<file path="config.mk">
export PLATFORM = sky130hd
export DESIGN_NAME = uart_tx_buffered
export DESIGN_NICKNAME = d
export VERILOG_FILES = /design/src/rtl/uart_pkg.sv /design/src/rtl/uart_sync_fifo.sv /design/src/rtl/uart_tx_buffered.sv
export SDC_FILE = /design/constraint.sdc
export NUM_CORES = 1
export LEC_CHECK = 0
export ABC_AREA = 1
export CAP_MARGIN = 10
export CORE_ASPECT_RATIO = 1.4
export CORE_MARGIN = 2
export CORE_UTILIZATION = 40
export CTS_CLUSTER_SIZE = 40
export DETAILED_ROUTE_END_ITERATION = 10
export GPL_ROUTABILITY_DRIVEN = 0
export GPL_TIMING_DRIVEN = 0
export HOLD_SLACK_MARGIN = 0.08
export SLEW_MARGIN = 20
export SYNTH_ARGS = -nofsm -noshare
export SYNTH_HDL_FRONTEND = slang
export SYNTH_SLANG_ARGS = --single-unit
</file>
<file path="constraint.sdc">
create_clock -name clk -period 4.4 [get_ports clk]
set_input_delay 1.1 -clock clk [delete_from_list [all_inputs] [get_ports clk]]
set_output_delay 1.1 -clock clk [all_outputs]
set_load 0.03 [all_outputs]
</file>
<file path="src/rtl/uart_pkg.sv">
// ---------------------------------------------------------------------------
// uart_pkg
// Shared definitions for the buffered UART transmitter:
//   - parity mode constants (PAR_NONE / PAR_ODD / PAR_EVEN)
//   - transmit FSM state type
//   - baud_div(): clock cycles per bit, integer-truncated
// ---------------------------------------------------------------------------
package uart_pkg;

   localparam int unsigned PAR_NONE = 0;
   localparam int unsigned PAR_ODD  = 1;
   localparam int unsigned PAR_EVEN = 2;

   typedef enum logic [2:0] {
      ST_IDLE,
      ST_START,
      ST_DATA,
      ST_PARITY,
      ST_STOP
   } tx_state_t;

   function automatic int unsigned baud_div(input int unsigned clk_freq,
                                            input int unsigned baud);
      return clk_freq / baud;
   endfunction

endpackage

</file>
<file path="src/rtl/uart_sync_fifo.sv">
// ---------------------------------------------------------------------------
// uart_sync_fifo
// Single-clock FIFO holding bytes queued for transmission.
// Ports:
//   clk, rst   clock, synchronous active-low reset (clears pointers/count)
//   i_push     write i_wdata (ignored when full)
//   i_wdata    write data
//   i_pop      advance read pointer (ignored when empty)
//   o_rdata    head entry (valid when !o_empty)
//   o_full     DEPTH entries held
//   o_empty    no entries held
//   o_count    occupancy, 0..DEPTH
// DEPTH must be a power of two so the pointers wrap naturally.
// ---------------------------------------------------------------------------
module uart_sync_fifo #(
   parameter int unsigned WIDTH = 8,
   parameter int unsigned DEPTH = 16
) (
   input  logic                       clk,
   input  logic                       rst,
   input  logic                       i_push,
   input  logic [WIDTH-1:0]           i_wdata,
   input  logic                       i_pop,
   output logic [WIDTH-1:0]           o_rdata,
   output logic                       o_full,
   output logic                       o_empty,
   output logic [$clog2(DEPTH):0]     o_count
);

   localparam int unsigned AW = $clog2(DEPTH);

   logic [WIDTH-1:0] r_mem [DEPTH];
   logic [AW-1:0]    r_wr_ptr;
   logic [AW-1:0]    r_rd_ptr;
   logic [AW:0]      r_count;
   logic             w_push;
   logic             w_pop;

   assign o_full  = (r_count == (AW+1)'(DEPTH));
   assign o_empty = (r_count == '0);
   assign o_count = r_count;
   assign o_rdata = r_mem[r_rd_ptr];

   assign w_push  = i_push && !o_full;
   assign w_pop   = i_pop && !o_empty;

   // Storage carries no reset so it can map onto RAM.
   always_ff @(posedge clk) begin
      if (w_push) begin
         r_mem[r_wr_ptr] <= i_wdata;
      end
   end

   always_ff @(posedge clk) begin
      if (!rst) begin
         r_wr_ptr <= '0;
         r_rd_ptr <= '0;
         r_count  <= '0;
      end else begin
         if (w_push) begin
            r_wr_ptr <= r_wr_ptr + AW'(1);
         end
         if (w_pop) begin
            r_rd_ptr <= r_rd_ptr + AW'(1);
         end
         case ({w_push, w_pop})
            2'b10:   r_count <= r_count + (AW+1)'(1);
            2'b01:   r_count <= r_count - (AW+1)'(1);
            default: r_count <= r_count;
         endcase
      end
   end

endmodule

</file>
<file path="src/rtl/uart_tx_buffered.sv">
// ---------------------------------------------------------------------------
// uart_tx_buffered
// Buffered UART transmitter. Bytes enter a FIFO through a valid/ready
// handshake and are sent as start, data (LSB first), optional parity and
// stop bits. Frames go out back-to-back while the FIFO holds data.
// Ports:
//   clk         system clock
//   rst         synchronous reset, active-low
//   s_data      byte to transmit
//   s_valid     s_data valid
//   s_ready     FIFO can accept (== !full)
//   Tx          serial line, idles high, registered
//   busy        frame in progress or FIFO non-empty, registered
//   fifo_count  FIFO occupancy
// ---------------------------------------------------------------------------
module uart_tx_buffered
   import uart_pkg::*;
#(
   parameter int unsigned CLK_FREQ   = 100000000,
   parameter int unsigned Baud       = 9600,
   parameter int unsigned DataBits   = 8,
   parameter int unsigned StopBits   = 2,
   parameter int unsigned Parity     = 2,
   parameter int unsigned FIFO_DEPTH = 16
) (
   input  logic                          clk,
   input  logic                          rst,
   input  logic [DataBits-1:0]           s_data,
   input  logic                          s_valid,
   output logic                          s_ready,
   output logic                          Tx,
   output logic                          busy,
   output logic [$clog2(FIFO_DEPTH):0]   fifo_count
);

   localparam int unsigned DIV = baud_div(CLK_FREQ, Baud);
   localparam int unsigned CW  = $clog2(DIV);

   localparam logic [CW-1:0] BAUD_LAST = CW'(DIV - 1);
   localparam logic [2:0]    BIT_LAST  = 3'(DataBits - 1);
   localparam logic          STOP_LAST = 1'(StopBits - 1);

   tx_state_t               r_state;
   tx_state_t               w_state_next;
   logic [CW-1:0]           r_baud;
   logic [DataBits-1:0]     r_shift;
   logic                    r_par;
   logic [2:0]              r_bit_idx;
   logic                    r_stop_idx;
   logic                    r_tx;
   logic                    r_busy;

   logic                    w_tick;
   logic                    w_pop;
   logic                    w_tx_next;
   logic                    w_full;
   logic                    w_empty;
   logic [DataBits-1:0]     w_rdata;
   logic                    w_par_calc;

   uart_sync_fifo #(
      .WIDTH (DataBits),
      .DEPTH (FIFO_DEPTH)
   ) u_fifo (
      .clk     (clk),
      .rst     (rst),
      .i_push  (s_valid && s_ready),
      .i_wdata (s_data),
      .i_pop   (w_pop),
      .o_rdata (w_rdata),
      .o_full  (w_full),
      .o_empty (w_empty),
      .o_count (fifo_count)
   );

   assign s_ready    = !w_full;
   assign Tx         = r_tx;
   assign busy       = r_busy;
   assign w_tick     = (r_baud == BAUD_LAST);
   assign w_par_calc = (Parity == PAR_EVEN) ? (^w_rdata) : ~(^w_rdata);

   always_ff @(posedge clk) begin
      if (!rst) begin
         r_state <= ST_IDLE;
      end else begin
         r_state <= w_state_next;
      end
   end

   // Line level follows the current state; it is registered, so Tx trails
   // the state by one cycle uniformly and every bit still lasts DIV cycles.
   always_comb begin
      w_state_next = r_state;
      w_pop        = 1'b0;
      w_tx_next    = 1'b1;
      case (r_state)
         ST_IDLE: begin
            w_tx_next = 1'b1;
            if (!w_empty) begin
               w_pop        = 1'b1;
               w_state_next = ST_START;
            end
         end
         ST_START: begin
            w_tx_next = 1'b0;
            if (w_tick) begin
               w_state_next = ST_DATA;
            end
         end
         ST_DATA: begin
            w_tx_next = r_shift[0];
            if (w_tick && (r_bit_idx == BIT_LAST)) begin
               w_state_next = (Parity == PAR_NONE) ? ST_STOP : ST_PARITY;
            end
         end
         ST_PARITY: begin
            w_tx_next = r_par;
            if (w_tick) begin
               w_state_next = ST_STOP;
            end
         end
         ST_STOP: begin
            w_tx_next = 1'b1;
            if (w_tick && (r_stop_idx == STOP_LAST)) begin
               // Chain straight into the next start bit when data is waiting.
               if (!w_empty) begin
                  w_pop        = 1'b1;
                  w_state_next = ST_START;
               end else begin
                  w_state_next = ST_IDLE;
               end
            end
         end
         default: begin
            w_state_next = ST_IDLE;
         end
      endcase
   end

   always_ff @(posedge clk) begin
      if (!rst) begin
         r_baud     <= '0;
         r_shift    <= '0;
         r_par      <= 1'b0;
         r_bit_idx  <= '0;
         r_stop_idx <= 1'b0;
         r_tx       <= 1'b1;
         r_busy     <= 1'b0;
      end else begin
         r_tx   <= w_tx_next;
         r_busy <= (r_state != ST_IDLE) || !w_empty;
         if (w_pop) begin
            r_shift    <= w_rdata;
            r_par      <= w_par_calc;
            r_baud     <= '0;
            r_bit_idx  <= '0;
            r_stop_idx <= 1'b0;
         end else if (r_state == ST_IDLE) begin
            r_baud <= '0;
         end else begin
            r_baud <= w_tick ? '0 : r_baud + CW'(1);
            if (w_tick && (r_state == ST_DATA)) begin
               r_shift   <= r_shift >> 1;
               r_bit_idx <= r_bit_idx + 3'd1;
            end
            if (w_tick && (r_state == ST_STOP)) begin
               r_stop_idx <= ~r_stop_idx;
            end
         end
      end
   end

endmodule

</file>
==> flow_summary.toml <==
[layout]
regArea_mm2 = 0.00482
num_antenna_cells = 0
area_growth_pct = 14.7
drive_gt1_share_pct = 7.13
layout.nets = 892
multi_input_area_mm2 = 0.00246
nFillCells = 1795

[clock_network]
path_clk_slew_ns = 0.06
cts_resized = 0
ctsHoldBuffers = 0
post-cts-setup-buffers = 0
clk_latency_ns = 0.43
cts_tree = "yes"
cts.htree.levels = 4
numCtsBuffers = 17
clockBufferDepth = 2
cts_sinks = 177
cts_root_buf = "clkbuf_16"

[critical_path]
crit_top_cell = "nand2_1"
rr_startpoint = "r_baud[0]$_SDFF_PP0_"
cp.required_ns = 4.44
startpoint = "s_valid"
endpoint_kind = "register"
r2r_setup_slack_ns = 1.54
crit_type = "in -> reg"
worstSetupStartpointType = "primary input"
crit_buf_inv = 2
reg2reg_depth = 19
cp_slowest_stage_delay_ns = 0.85
cpLargestDelayFamily = "simple AND/OR/NAND/NOR gates"
cp.depth = 5
critPathMaxFanout = 9
setup.worst_path.end = "u_fifo.r_mem[9][0]$_DFFE_PP_"
cp_slowest_cell = "nor2_1"
rr_endpoint = "u_fifo.o_count[4]$_SDFFE_PN0P_"
crit_chain = "clkdlybuf4s50_1 -> nand2_1 -> inv_1 -> nand2_1 -> nor2_1"
worstPathArrival_ns = 2.93

[die]
die_w_um = 122
fp.dieH_um = 169
rows = 60
pin_count = 19
start_util_pct = 40.7
core_mm2 = 0.0191
dieArea_mm2 = 0.0206

[timing]
layout_min_cycle_time_ns = 2.89
worst_slack_ns = 1.51
finalSetupTns_ns = 0
setup_viol = 0
skew_ns = 0.0100
slew_headroom_pct = 27.1
period_share_pct = 65.8
slew_viol_final = 0
rsz0062_at_grt = "no"
clock.fmax_ghz = 0.345
final_hold_viol_count = 0
tightest_slew_ns = 1.09

[routing]
wl_met2_um = 9460
route.detailed.drc = 0
avgViaCountPerCell = 4.99
firstDrtPassIters = 5
wl_per_cell_um = 16.4
wl_met3_um = 909
final_antenna_net_count = 0
drt-initial-drc-count = 406
routed_wl_um = 18500
via_count = 5639
top_layer = "met4"
drt-met1-wl_um = 7580

[hold_path]
hp-class = "reg -> reg"

[global_routing]
grt_pass1_vias = 5325
antenna_found_initial = 0
grt_max_degree = 17
grt_overflow = 0
grt_use_total_pct = 18.9
grt_pass1_wl_um = 28600

[synthesis]
ys_warn_count = 0
postSynthCellCount = 833
yosysTopAreaCell = "edfxtp_1"
synth_seq_cells = 177
yosysSeqAreaShare_pct = 61.9
synth_fp_nets = 855
synth_area_leaders = "edfxtp_1 (49%), dfxtp_1 (13%), nand2_1 (12%)"
syn_avg_cell_area_um2 = 9.36
synthDistinctLibCells = 32
synth_top_area_share_pct = 49.3
syn_area_mm2 = 0.00780

[placed_design]
hpwl_um = 12700
post-place-ws_ns = 1.09
io_buffers = 18

[flow_run]
cap_violations = 0

[pwr]
p_leak_nw = 3.58
power.density_mw_per_mm2 = 621
ir_drop_mv = 0.381

[status]
status = "finished, final reports clean"
==> worst min-delay path by stage <==
stage / depth (start not counted) / startpoint / endpoint
finish: 2 / r_bit_idx[1]$_SDFFE_PP0P_ / r_bit_idx[1]$_SDFFE_PP0P_
global route: 1 / r_baud[0]$_SDFF_PP0_ / r_baud[0]$_SDFF_PP0_
CTS: 2 / r_bit_idx[1]$_SDFFE_PP0P_ / r_bit_idx[1]$_SDFFE_PP0P_
detailed placement: 2 / r_bit_idx[1]$_SDFFE_PP0P_ / r_bit_idx[1]$_SDFFE_PP0P_
global placement: 1 / r_baud[0]$_SDFF_PP0_ / r_baud[0]$_SDFF_PP0_
floorplan: 1 / r_baud[0]$_SDFF_PP0_ / r_baud[0]$_SDFF_PP0_
==> stage by stage <==
step,std cells,hold WS [ns],utilization [%],total power [mW],area (µm²)
after floorplan,833,0.418,-,3.36,7800
after global placement,1099,0.434,43.3,3.90,8290
after detailed placement,1099,0.463,43.3,3.93,8290
after CTS,1131,0.472,46.7,5.58,8940
after global routing,1131,0.494,46.7,5.87,8940
final,1131,0.468,46.7,5.55,8940
==> registers in the layout, summed over array words and instances (netlist names), named ones only <==
signal and flops:
r_bit_idx 3, u_fifo.o_count 5, u_fifo.r_rd_ptr 4, u_fifo.r_mem 128, Tx 1, busy 1, r_par 1, u_fifo.r_wr_ptr 4
r_state 3, r_baud 14, r_stop_idx 1, r_shift 8
==> layout by cell type (no fill, tap or decap), drive strengths merged, types with 10 or more instances in the layout <==
| cell | n |
|---|---|
| clkbuf | 24 |
| ha | 11 |
| dfxtp | 49 |
| clkdlybuf4s50 | 18 |
| nand3 | 77 |
| edfxtp | 128 |
| a21oi | 23 |
| buf | 23 |
| inv | 88 |
| nor2 | 89 |
| o21ai | 29 |
| nand2 | 260 |
| nand4 | 10 |
==> Yosys cell counts <==
cell type  count
nand2_1      258
edfxtp_1     128
nor2_1        88
inv_1         79
nand3_1       77
dfxtp_1       49
a21oi_1       23
o21ai_0       16
buf_2         13
o21ai_1       13
ha_1          11
nand4_1       10
a311oi_1       7
buf_6          7
clkbuf_1       7
nor3_1         7
o211ai_1       5
xor2_1         5
inv_2          4
or2_2          4
xnor2_1        4
and3_1         3
clkinv_1       3
buf_1          2
nand2_2        2
nor3b_1        2
a211oi_1       1
a31o_2         1
and2_1         1
buf_4          1
nor2_2         1
or2_1          1
==> tightest hold or removal path: stages (launching register included) <==
cell and delay, ns:
dfxtp_1 0.31, nand2_1 0.06, a21oi_1 0.05
==> area by class of cell <==
| type | count | area share [%] |
|---|---|---|
| plain buffers | 30 | 2.07 |
| inverters | 86 | 3.61 |
| flip-flops and latches | 177 | 54.0 |
| clock buffers | 17 | 4.76 |
| well taps | 248 | 3.47 |
| repair buffers | 18 | 2.02 |
| multi-input cells | 540 | 27.6 |
| clock inverters | 15 | 2.53 |
==> routing by layer <==
| metal | track usage [%] | vias to the layer above |
|---|---|---|
| li1 | - | 2829 |
| met3 | 3.70 | 47 |
| met5 | 0 | - |
| met4 | 9.00 | 0 |
| met1 | 22.5 | 2612 |
| met2 | 32.6 | 151 |
==> power breakdown <==
group / switching (mW) / leakage (nW) / internal (mW) / total (mW)
sequential: 0.0885 / 1.56 / 1.92 / 2.01
combinational: 1.28 / 1.71 / 0.613 / 1.89
clock: 0.634 / 0.314 / 1.01 / 1.65
==> logic make-up (layout without fill, tap and decap cells) <==
logic type | Yosys count | after routing | synth area share [%]
compound gates | 66 | 66 | 4.81
xor+xnor | 9 | 9 | 1.01
fa+ha+maj | 11 | 11 | 1.77
buf+inv | 116 | 166 | 6.52
flops | 177 | 177 | 61.9
simple gates | 454 | 454 | 24.0
No activity file was read; power rests on OpenSTA's default activity.
